### src/rtl/ps2_key_decoder.sv
`timescale 1ns/1ps
// Purpose: PS/2 keyboard receiver; filters the line, frames 11-bit words and tracks the held key.
// Latency: rx_byte/rx_strobe 1 clk after the stop-bit sample event, key_code/key_valid 1 clk later.
// Backpressure: none; the keyboard cannot be stalled, so every output is a pulse or a held value.
module ps2_key_decoder #(
  parameter int FILTER_LEN = 8,
  parameter int TIMEOUT    = 50_000
) (
  input  logic       clk,
  input  logic       reset,
  input  logic       ps2_clk,
  input  logic       ps2_data,
  output logic [7:0] key_code,
  output logic       key_valid,
  output logic [7:0] rx_byte,
  output logic       rx_strobe,
  output logic       frame_err
);

  localparam int FW = $clog2(FILTER_LEN + 1);
  localparam int TW = $clog2(TIMEOUT + 1);

  typedef enum logic [1:0] {
    IDLE,
    DATA,
    PARITY,
    STOP
  } state_t;

  // Synchronizer flops; both lines idle high on the bus.
  logic clk_s1, clk_s2;
  logic dat_s1, dat_s2;

  // Glitch filter on the synchronized clock.
  logic          clk_filt;
  logic          clk_filt_d;
  logic [FW-1:0] filt_cnt;
  logic          sample_evt;

  // Frame receiver state.
  state_t        state_q, state_d;
  logic [2:0]    bit_cnt_q, bit_cnt_d;
  logic [7:0]    shift_q, shift_d;
  logic          par_q, par_d;
  logic [TW-1:0] to_cnt_q, to_cnt_d;
  logic          rx_load;
  logic          err_d;

  // Scan-code prefix tracking.
  logic       ext_q;
  logic       brk_q;
  logic [7:0] code;

  // Two-flop synchronizers for the asynchronous keyboard lines.
  always_ff @(posedge clk or negedge reset) begin
    if (!reset) begin
      clk_s1 <= 1'b1;
      clk_s2 <= 1'b1;
      dat_s1 <= 1'b1;
      dat_s2 <= 1'b1;
    end else begin
      clk_s1 <= ps2_clk;
      clk_s2 <= clk_s1;
      dat_s1 <= ps2_data;
      dat_s2 <= dat_s1;
    end
  end

  // Filtered clock follows the synchronized clock only after FILTER_LEN
  // consecutive samples of the new level; any return to the old level
  // restarts the count, so short glitches never reach the framer.
  always_ff @(posedge clk or negedge reset) begin
    if (!reset) begin
      clk_filt   <= 1'b1;
      clk_filt_d <= 1'b1;
      filt_cnt   <= '0;
    end else begin
      clk_filt_d <= clk_filt;
      if (clk_s2 == clk_filt) begin
        filt_cnt <= '0;
      end else if (filt_cnt == FW'(FILTER_LEN - 1)) begin
        clk_filt <= clk_s2;
        filt_cnt <= '0;
      end else begin
        filt_cnt <= filt_cnt + FW'(1);
      end
    end
  end

  // A bit is taken on each falling edge of the filtered clock. The data line
  // has been stable for half a PS/2 bit period by then, so the synchronized
  // data is sampled directly without extra alignment.
  assign sample_evt = clk_filt_d & ~clk_filt;

  // Frame receiver registers plus the registered byte/error outputs.
  always_ff @(posedge clk or negedge reset) begin
    if (!reset) begin
      state_q   <= IDLE;
      bit_cnt_q <= '0;
      shift_q   <= '0;
      par_q     <= 1'b0;
      to_cnt_q  <= '0;
      rx_byte   <= '0;
      rx_strobe <= 1'b0;
      frame_err <= 1'b0;
    end else begin
      state_q   <= state_d;
      bit_cnt_q <= bit_cnt_d;
      shift_q   <= shift_d;
      par_q     <= par_d;
      to_cnt_q  <= to_cnt_d;
      rx_strobe <= rx_load;
      frame_err <= err_d;
      if (rx_load) begin
        rx_byte <= shift_q;
      end
    end
  end

  // Next-state logic: start/data/parity/stop sequencing and the inactivity
  // timeout that abandons a frame the keyboard stopped clocking.
  always_comb begin
    state_d   = state_q;
    bit_cnt_d = bit_cnt_q;
    shift_d   = shift_q;
    par_d     = par_q;
    rx_load   = 1'b0;
    err_d     = 1'b0;

    if (state_q == IDLE || sample_evt) begin
      to_cnt_d = '0;
    end else begin
      to_cnt_d = to_cnt_q + TW'(1);
    end

    case (state_q)
      IDLE: begin
        if (sample_evt && !dat_s2) begin
          state_d   = DATA;
          bit_cnt_d = '0;
        end
      end
      DATA: begin
        if (sample_evt) begin
          // LSB arrives first, so shift in from the top.
          shift_d   = {dat_s2, shift_q[7:1]};
          bit_cnt_d = bit_cnt_q + 3'd1;
          if (bit_cnt_q == 3'd7) begin
            state_d = PARITY;
          end
        end
      end
      PARITY: begin
        if (sample_evt) begin
          par_d   = dat_s2;
          state_d = STOP;
        end
      end
      STOP: begin
        if (sample_evt) begin
          state_d = IDLE;
          // Odd parity: data plus parity bit must hold an odd count of ones.
          if (dat_s2 && (^{shift_q, par_q})) begin
            rx_load = 1'b1;
          end else begin
            err_d = 1'b1;
          end
        end
      end
      default: begin
        state_d = IDLE;
      end
    endcase

    if (state_q != IDLE && !sample_evt && to_cnt_q == TW'(TIMEOUT - 1)) begin
      state_d  = IDLE;
      err_d    = 1'b1;
      to_cnt_d = '0;
    end
  end

  assign code = {ext_q, rx_byte[6:0]};

  // Scan-code layer: E0/F0 set prefix flags, other bytes make or break keys.
  // A framing error drops any half-received prefix so it cannot attach to
  // an unrelated later byte.
  always_ff @(posedge clk or negedge reset) begin
    if (!reset) begin
      key_code  <= '0;
      key_valid <= 1'b0;
      ext_q     <= 1'b0;
      brk_q     <= 1'b0;
    end else begin
      key_valid <= 1'b0;
      if (frame_err) begin
        ext_q <= 1'b0;
        brk_q <= 1'b0;
      end else if (rx_strobe) begin
        if (rx_byte == 8'hE0) begin
          ext_q <= 1'b1;
        end else if (rx_byte == 8'hF0) begin
          brk_q <= 1'b1;
        end else begin
          ext_q <= 1'b0;
          brk_q <= 1'b0;
          if (!rx_byte[7]) begin
            if (!brk_q) begin
              key_code  <= code;
              key_valid <= 1'b1;
            end else if (code == key_code) begin
              key_code <= '0;
            end
          end
        end
      end
    end
  end

endmodule

### config.mk
export PLATFORM = sky130hd
export DESIGN_NAME = ps2_key_decoder
export DESIGN_NICKNAME = d
export VERILOG_FILES = /design/src/rtl/ps2_key_decoder.sv
export SDC_FILE = /design/constraint.sdc
export NUM_CORES = 1
export LEC_CHECK = 0
export CORE_AREA = 2 2 77 79
export CTS_CLUSTER_SIZE = 8
export DETAILED_ROUTE_END_ITERATION = 10
export DIE_AREA = 0 0 79 81
export HOLD_SLACK_MARGIN = 0.08
export MAX_ROUTING_LAYER = met4
export PLACE_DENSITY = 0.69
export SLEW_MARGIN = 20
export SYNTH_ARGS = -nofsm -noshare
export SYNTH_HDL_FRONTEND = slang
export SYNTH_SLANG_ARGS = --single-unit
### constraint.sdc
create_clock -name clk -period 2.5 [get_ports clk]
set_input_delay 0.25 -clock clk [delete_from_list [all_inputs] [get_ports clk]]
set_output_delay 0.25 -clock clk [all_outputs]
set_load 0.01 [all_outputs]
# Word-level counts from Yosys, hierarchy flattened
# Cells that the tools add are included.
# W data, S select, Z words.
# word_totals
out_inout_bits	19
register_bits	61
wordCells	106
# op_classes
n_reduce_logical	20
n_mux	37
eq_ne	20
n_bitwise	7
addsub	3
# op_table
operator	n
$mux W16	2
$mux W1	21
$add A16 B1 Y16 const B	1
$eq A16 B16 Y1 const B	1
$eq A8 B8 Y1 const B	2
$mux W8	2
$ne A3 B3 Y1 const B	5
$mux W2	6
$reduce_and A2 Y1	5
$reduce_xor A9 Y1	1
$eq A8 B8 Y1	1
$mux W4	2
$pmux W2 S4	1
$mux W3	2
$not A1 Y1	6
$pmux W3 S2	1
$reduce_and A6 Y1	1
$reduce_bool A2 Y1	3
$reduce_and A5 Y1	1
$add A4 B1 Y4 const B	1
$eq A2 B2 Y1 const B	2
$eq A4 B3 Y1 const B	1
$logic_and A1 B1 Y1	4
$ne A2 B1 Y1 const B	2
11 further kinds	13

# Longest topological paths before layout
# Gate-level depths: netlist (run 1).
# logic_depth
ltp_word	7
mapped_depth	7
mapped_depth_nobuf	7

# Worst setup path after synthesis (run 1)
# Ideal clock, no wire load.
# synth_path
path_type	reg2reg
startpoint	register shift_q[1]
endpoint	register rx_byte[0]
stages_incl_launch_ff	6
slack_ns	0.697
setup_ns	0.125
synth_period_minus_slack_ns	1.803
path_buffers	0
arrival_ns	1.678
path_cell_list	dfrtp_1 > xnor2_1 > xnor3_1 > xnor2_2 > nand4_4 > mux2_2
# synth_via
elab_chain_len	5
# synth_rtl
item	line	rtl
from (decl)	43	logic [7:0] shift_q, shift_d;
from (signal assigned)	109	shift_q <= shift_d;
$reduce_xor A9 Y1	163	if (dat_s2 && (^{shift_q, par_q})) begin
$logic_and A1 B1 Y1	163	
$mux W1	163	
$mux W1	160	if (sample_evt) begin
$mux W1	136	case (state_q)
to (signal assigned)	115	rx_byte <= shift_q;
to (decl)	15	output logic [7:0] rx_byte,
# No other way between the ends.
# A chain may end at the register's enable or synchronous reset.

# Worst setup path after layout (run 1)
# layout_path
startpoint	register to_cnt_q[7]
endpoint	register state_q[0]
# layout_via
elab_chain_len	4
elab_cells_between_ends	9
cone_classes	eq/ne: 6; mux: 1; reduce/logical: 2
# layout_rtl
item	line	rtl
from (decl)	45	logic [TW-1:0] to_cnt_q, to_cnt_d;
from (signal assigned)	111	to_cnt_q <= to_cnt_d;
$eq A16 B16 Y1 *	175	if (state_q != IDLE && !sample_evt && to_cnt_q == TW'(TIMEOUT - 1)) begin
$logic_and A1 B1 Y1 *	175	
$ne A3 B3 Y1 (no source line) / $ne A3 B1 Y1 (equally long branches)	--	
$reduce_and A5 Y1 (no source line)	--	
to (signal assigned)	107	state_q <= state_d;
to (decl)	41	state_t state_q, state_d;
# Mark *: on every way between the ends. The rest lies on a longest branch, timed or not.

==> flow_summary.toml, run 1 <==
[synth]
syn_nets = 242
netlist_area_um2 = 2730
synthDistinctLibCells = 32
synthXorXnorAreaFrac_pct = 10.7
synthMuxAreaShare_pct = 7.43
avgSynthCellArea_um2 = 11.9
ys_seq_area_share_pct = 56.2
synth_top_family_by_area = "simple AND/OR/NAND/NOR gates"
synth_adder_area_share_pct = 4.13
syn-instance-count = 229
synth-simple-area-share_pct = 13.7
synth_warnings = 0
synth_compound_area_share_pct = 6.83
synth_seq_cells = 61

[worst_setup_path]
arrival_ns = 2.19
crit_path_start_kind = "register"
critical_path_class = "reg -> reg"
required_ns = 2.71
crit_path_end_kind = "register"
crit_fanout = 4

[sta]
slew_viol_final = 0
worst_pin_slew_ns = 0.629
setup_viol = 0
finalHoldViolCount = 0
setup-tns-final_ns = 0
max_freq_mhz = 503
fin_crit_ns = 1.99
fin_crit_sh_pct = 79.5
rsz0062_at_grt = "false"
fin_hold_ws_ns = 0.311
finalClockSkew_ns = 0.00944
slew_headroom_pct = 58.1

[global_route]
overflow = 0
grt_max_degree = 29
grtUsageTotal_pct = 18.4
antenna_found_initial = 0
grt_pass1_wl_um = 8720
grt_pass1_vias = 1868

[cts]
cts_max_level = 3
clkSinkCount = 61
cts-resized-gates = 0
clk_pin_slew_worst_paths_ns = 0.07
clock_latency_ns = 0.34
cts_tree = "done"
numCtsBuffers = 9
cts_buffer_depth = 2
root_buffer = "clkbuf_8"
cts_setup_buffers = 0

[cells_and_area]
fin_nets = 277
num_antenna_cells = 0
drive_above_1_share_pct = 17.1
fin_area_um2 = 3250
area_growth_pct = 19.3
fillers = 513

[die]
fp.coreArea_um2 = 5680
fp.dieH_um = 81
ioPinCount = 23
die_width_um = 79
rows = 28
start_util_pct = 48.1
die_area_um2 = 6400

[route]
vias = 1793
wirelength_um = 4980
dr.pass1.iters = 4
drt-initial-drc-count = 57
ant_nets = 0
drc = 0
via_per_inst = 5.21
routedWlPerCell_um = 14.5

[flow_run]
cap_violations = 0

[run_status]
outcome = "finished clean"

[place]
place_hpwl_um = 3490
place_congestion = 0.800
port_buffers = 22
place_area_um2 = 3050

[power_and_ir_drop]
p_leak_nw = 1.47
p_sw_mw = 0.833
swShare_pct = 31.5
clockPowerShare_pct = 32.3
p_int_mw = 1.81
seq_power_share_pct = 45.5
pwr-share-comb_pct = 22.2
p_per_area_nw_per_um2 = 813
vdd_ir_drop_max_uv = 414

[hold_path]
holdCritPathClass = "in -> reg"
## worst paths after layout
path	start	end	slack, ns	depth (start not counted)
max in group asynchronous	reset	dat_s1	1.32	3
setup reg to reg	to_cnt_q[7]	state_q[0]	0.51	5
min in group asynchronous	reset	filt_cnt[2]	0.46	2
hold reg to reg	dat_s1	dat_s2	0.35	0
setup / recovery	to_cnt_q[7]	state_q[0]	0.51	5
hold / removal	ps2_clk	clk_s1	0.31	1
## per-layer routing
metal	share of wire (%)	wire length, um	track usage, %	vias to the layer above
li1	-	-	-	870
met4	2.6	128	10.5	0
met5	0	0	-	-
met2	49	2430	29.2	33
met1	45	2260	21.6	877
met3	3.2	160	4.44	13
## cells in the mapped netlist
cell       count  area [um^2]
inv_1          5         18.8
a22o_1         8         70.1
o2111ai_1      1         8.76
xnor2_2        1         16.3
nand4_1        5         31.3
and3_1         3         18.8
nand4b_1       1         8.76
dfstp_2        6          158
nor2_1        28          105
nand4_4        1         21.3
clkbuf_1       1         3.75
nor3_1         6         30.0
xor2_1         8         70.1
xnor2_1       21          184
or4b_1         1         10.0
nor2b_1        2         12.5
ha_1           9          113
a21oi_1        4         20.0
mux2_2        18          203
a32o_1         2         20.0
dfrtp_1       55         1380
nand3_1       10         50.1
o21a_1         1         7.51
o21ai_0        7         35.0
a21o_2         1         8.76
buf_2          1         5.00
nand2_1       16         60.1
xnor3_1        1         22.5
nor4_1         2         12.5
a21boi_0       1         7.51
o41ai_1        1         8.76
nand2b_1       2         12.5
## kinds of logic (layout without fill, tap and decap cells)
| kind of cell | Yosys count | in the layout |
|---|---|---|
| AOI/OAI and AO/OA | 26 | 26 |
| adders and majority gates | 9 | 9 |
| muxes | 18 | 18 |
| buffers and inverters | 7 | 47 |
| DFF | 61 | 61 |
| xor gates and xnor gates | 31 | 31 |
| and+or+nand+nor | 77 | 77 |
## state kept, by name, indices dropped and copies added, names as in the netlist, 2 cells and up
register	count
to_cnt_q	16
key_code	8
rx_byte	8
shift_q	8
filt_cnt	4
bit_cnt_q	3
state_q	2
## placed cells by master (no fill, tap or decap), drive strengths merged, types with 2 or more instances in the layout
cell	synthesis	routed
nand4	6	6
nand2	16	16
xor2	8	8
ha	9	9
nor2b	2	2
a21oi	4	4
o21ai	7	7
clkbuf	1	10
nor2	28	28
and3	3	3
mux2	18	18
a22o	8	8
buf	1	4
dfstp	6	6
dfrtp	55	55
nor4	2	2
nand2b	2	2
inv	5	5
nor3	6	6
nand3	10	10
a32o	2	2
clkinvlp	0	4
clkdlybuf4s50	0	21
xnor2	22	22
## power groups by stage
stage / clock [mW] / sequential [mW] / combinational (mW)
after floorplan: 0 / 1.20 / 0.459
after global placement: 0 / 1.22 / 0.572
after detailed placement: 0 / 1.22 / 0.589
after CTS: 0.876 / 1.21 / 0.598
after global routing: 0.921 / 1.22 / 0.667
final: 0.855 / 1.20 / 0.588
## what timing repair did
| item | 4_1_cts | 5_1_grt |
|---|---|---|
| endpoints found under the hold margin | 22 | 0 |
| hold buffers | 1 | 0 |
| setup endpoints to repair | 0 | 0 |
## final cells by class
| type | count | area, um^2 | share of cell area, % |
|---|---|---|---|
| Clock buffer | 10 | 128 | 3.92 |
| Tap cell | 75 | 93.8 | 2.88 |
| Sequential cell | 61 | 1530 | 47.1 |
| Inverter | 5 | 18.8 | 0.577 |
| Multi-Input combinational cell | 161 | 1170 | 35.9 |
| Clock inverter | 6 | 65.1 | 2.00 |
| Timing Repair Buffer | 26 | 248 | 7.61 |
## worst max-delay path, stage by stage (launching register included)
cell and delay (ns):
dfrtp_1 0.40, or4b_1 0.52, nor4_1 0.31, nand3_1 0.23, a21boi_0 0.26, o21ai_0 0.13
## stage by stage
| step | cells | total power [mW] | setup slack, ns | utilization (%) |
|---|---|---|---|---|
| 4_1_cts | 344 | 2.68 | 0.499 | 57.3 |
| 2_1_floorplan | 229 | 1.66 | 0.697 | - |
| 6_report | 344 | 2.65 | 0.512 | 57.3 |
| 5_1_grt | 344 | 2.81 | 0.324 | 57.3 |
| 3_5_place_dp | 327 | 1.81 | 0.531 | 53.8 |
| 3_3_place_gp | 327 | 1.79 | 0.579 | 53.8 |
Note: power is estimated with default switching activity, not from simulation.
==> run 2: changes to the inputs <==
==> constraint.sdc (replaced) <==
create_clock -name clk -period 2 [get_ports clk]
set_input_delay 0.2 -clock clk [delete_from_list [all_inputs] [get_ports clk]]
set_output_delay 0.2 -clock clk [all_outputs]
set_load 0.01 [all_outputs]
==> run 2 against run 1 <==
Compared with the run above: sequential share of layout area decreased by 1.1 points; register-to-register slack got worse by 0.44 ns; die area unchanged; largest cell class unchanged; global-route usage decreased by 0.78 points; combinational power increased by 43%; critical endpoint is now rx_byte[7]; highest routed layer unchanged; hold slack got worse by 0.039 ns; clock power increased by 38%; power increased by 33%; utilization increased by 1.4 points; worst setup slack got worse by 0.44 ns.
==> flow_summary.toml, run 2 (synthesis gave the netlist of run 1 again) <==
[sta]
max_freq_mhz = 518
setup_viol = 0
postLayoutSetupSlackWorst_ns = 0.0709
rsz0062_at_grt = "true"
fin_crit_sh_pct = 96.5
worst_pin_slew_ns = 0.589
slew_viol_final = 0
fin_crit_ns = 1.93
finalHoldViolCount = 0
slew_headroom_pct = 60.6
finalClockSkew_ns = 0.00683
fin_hold_ws_ns = 0.272

[route]
vias = 1806
drt-initial-drc-count = 49
dr.pass1.iters = 5
via_per_inst = 5.20
wirelength_um = 4810
routedWlPerCell_um = 13.9
drc = 0
ant_nets = 0

[worst_setup_path]
crit_path_start_kind = "register"
slowest_delay_ns = 0.44
crit_path_end_kind = "register"
crit_fanout = 4
crit_chain = "xnor2_1 > xnor3_1 > xnor2_2 > nand4_2 > mux2_2"
r2r_slack_ns = 0.07
path_buf_inv = 0
required_ns = 2.22
reg2regPathDepth = 5
arrival_ns = 2.15
worstReg2RegEnd = "rx_byte[7]"
critical_path_class = "reg -> reg"
slowest_stage = "xnor3_1"
critical_path.top_delay_family = "XOR/XNOR gates"
r2r-start = "shift_q[6]"

[cts]
cts_tree = "done"
cts_buffer_depth = 2
numCtsBuffers = 9
clock_latency_ns = 0.33
clk_pin_slew_worst_paths_ns = 0.07
root_buffer = "clkbuf_8"
cts_max_level = 3
clkSinkCount = 61

[cells_and_area]
layout_common_cells = "dfrtp_1, nor2_1, xnor2_1, clkdlybuf4s50_1, mux2_2"
multiInputGateArea_um2 = 1190
final_util_pct = 58.8
drive_above_1_share_pct = 18.4
final_common_cell = "dfrtp_1"
num_antenna_cells = 0
area_growth_pct = 22.2
fin_nets = 280
fillers = 491
regArea_um2 = 1530
largest_reg_flops = 16
largest-register = "to_cnt_q"

[die]
die_width_um = 79
rows = 28
start_util_pct = 48.1
ioPinCount = 23
die_area_um2 = 6400
fp.dieH_um = 81
fp.coreArea_um2 = 5680

[hold_path]
holdPathStages = 1
holdCritPathClass = "in -> reg"
worst_hold_path.endpoint = "clk_s1"
hold_start = "ps2_clk"

[global_route]
grtUsageTotal_pct = 17.6
antenna_found_initial = 0
overflow = 0
grt_max_degree = 62
grt_pass1_vias = 1848
grt_pass1_wl_um = 8420

[place]
pre_cts_ws_ns = 0.0663
port_buffers = 22
place_hpwl_um = 3290
place_congestion = 0.780

[power_and_ir_drop]
p_leak_nw = 1.51
power_mw = 3.53
p_per_area_nw_per_um2 = 1060
vdd_ir_drop_max_uv = 559

[flow_run]
cap_violations = 0

[run_status]
outcome = "finished clean"
[run 2: worst max path at each step]
stage                start    endpoint  slack (ns)  cells after the start
2_1_floorplan   shift_q[1]  rx_byte[0]        0.20                      5
3_3_place_gp    shift_q[1]  rx_byte[5]        0.11                      5
3_5_place_dp   to_cnt_q[7]  state_q[0]        0.07                      5
4_1_cts        to_cnt_q[7]  state_q[0]        0.04                      5
5_1_grt         shift_q[6]  rx_byte[3]       -0.03                      5
6_report        shift_q[6]  rx_byte[7]        0.07                      5
[run 2: area by class of cell]
| type | count | area share (%) |
|---|---|---|
| flip-flops and latches | 61 | 46.0 |
| multi-input cells | 162 | 35.6 |
| repair buffers | 28 | 8.63 |
| clock buffers | 10 | 3.83 |
| well taps | 75 | 2.81 |
| clock inverters | 6 | 2.63 |
| inverters | 5 | 0.563 |
[run 2: layer usage]
metal / up-vias / GRT usage [%] / part of all wire (%)
li1: 882 / - / -
met1: 886 / 20.6 / 47
met2: 30 / 28.6 / 48
met3: 8 / 4.33 / 3.1
met4: 0 / 8.79 / 1.9
met5: - / - / 0
[run 2: repair_timing]
item | CTS | global route
buffers inserted | 0 | 1
endpoints found under the hold margin | 55 | 0
resized for setup | 0 | 2
setup endpoints to repair | 0 | 10
hold buffers | 1 | 0
[run 2: stage by stage]
step | std cells | TNS (ns) | instance area (um^2)
finish | 347 | 0 | 3340
CTS | 345 | 0 | 3310
global placement | 328 | 0 | 3080
global route | 347 | -0.0703 | 3340
floorplan | 229 | 0 | 2730
detailed placement | 328 | 0 | 3080
[run 2: where the power goes]
| group | internal [mW] | total, mW | switching, mW |
|---|---|---|---|
| sequential | 1.39 | 1.50 | 0.116 |
| clock | 0.699 | 1.18 | 0.485 |
| combinational | 0.387 | 0.841 | 0.454 |
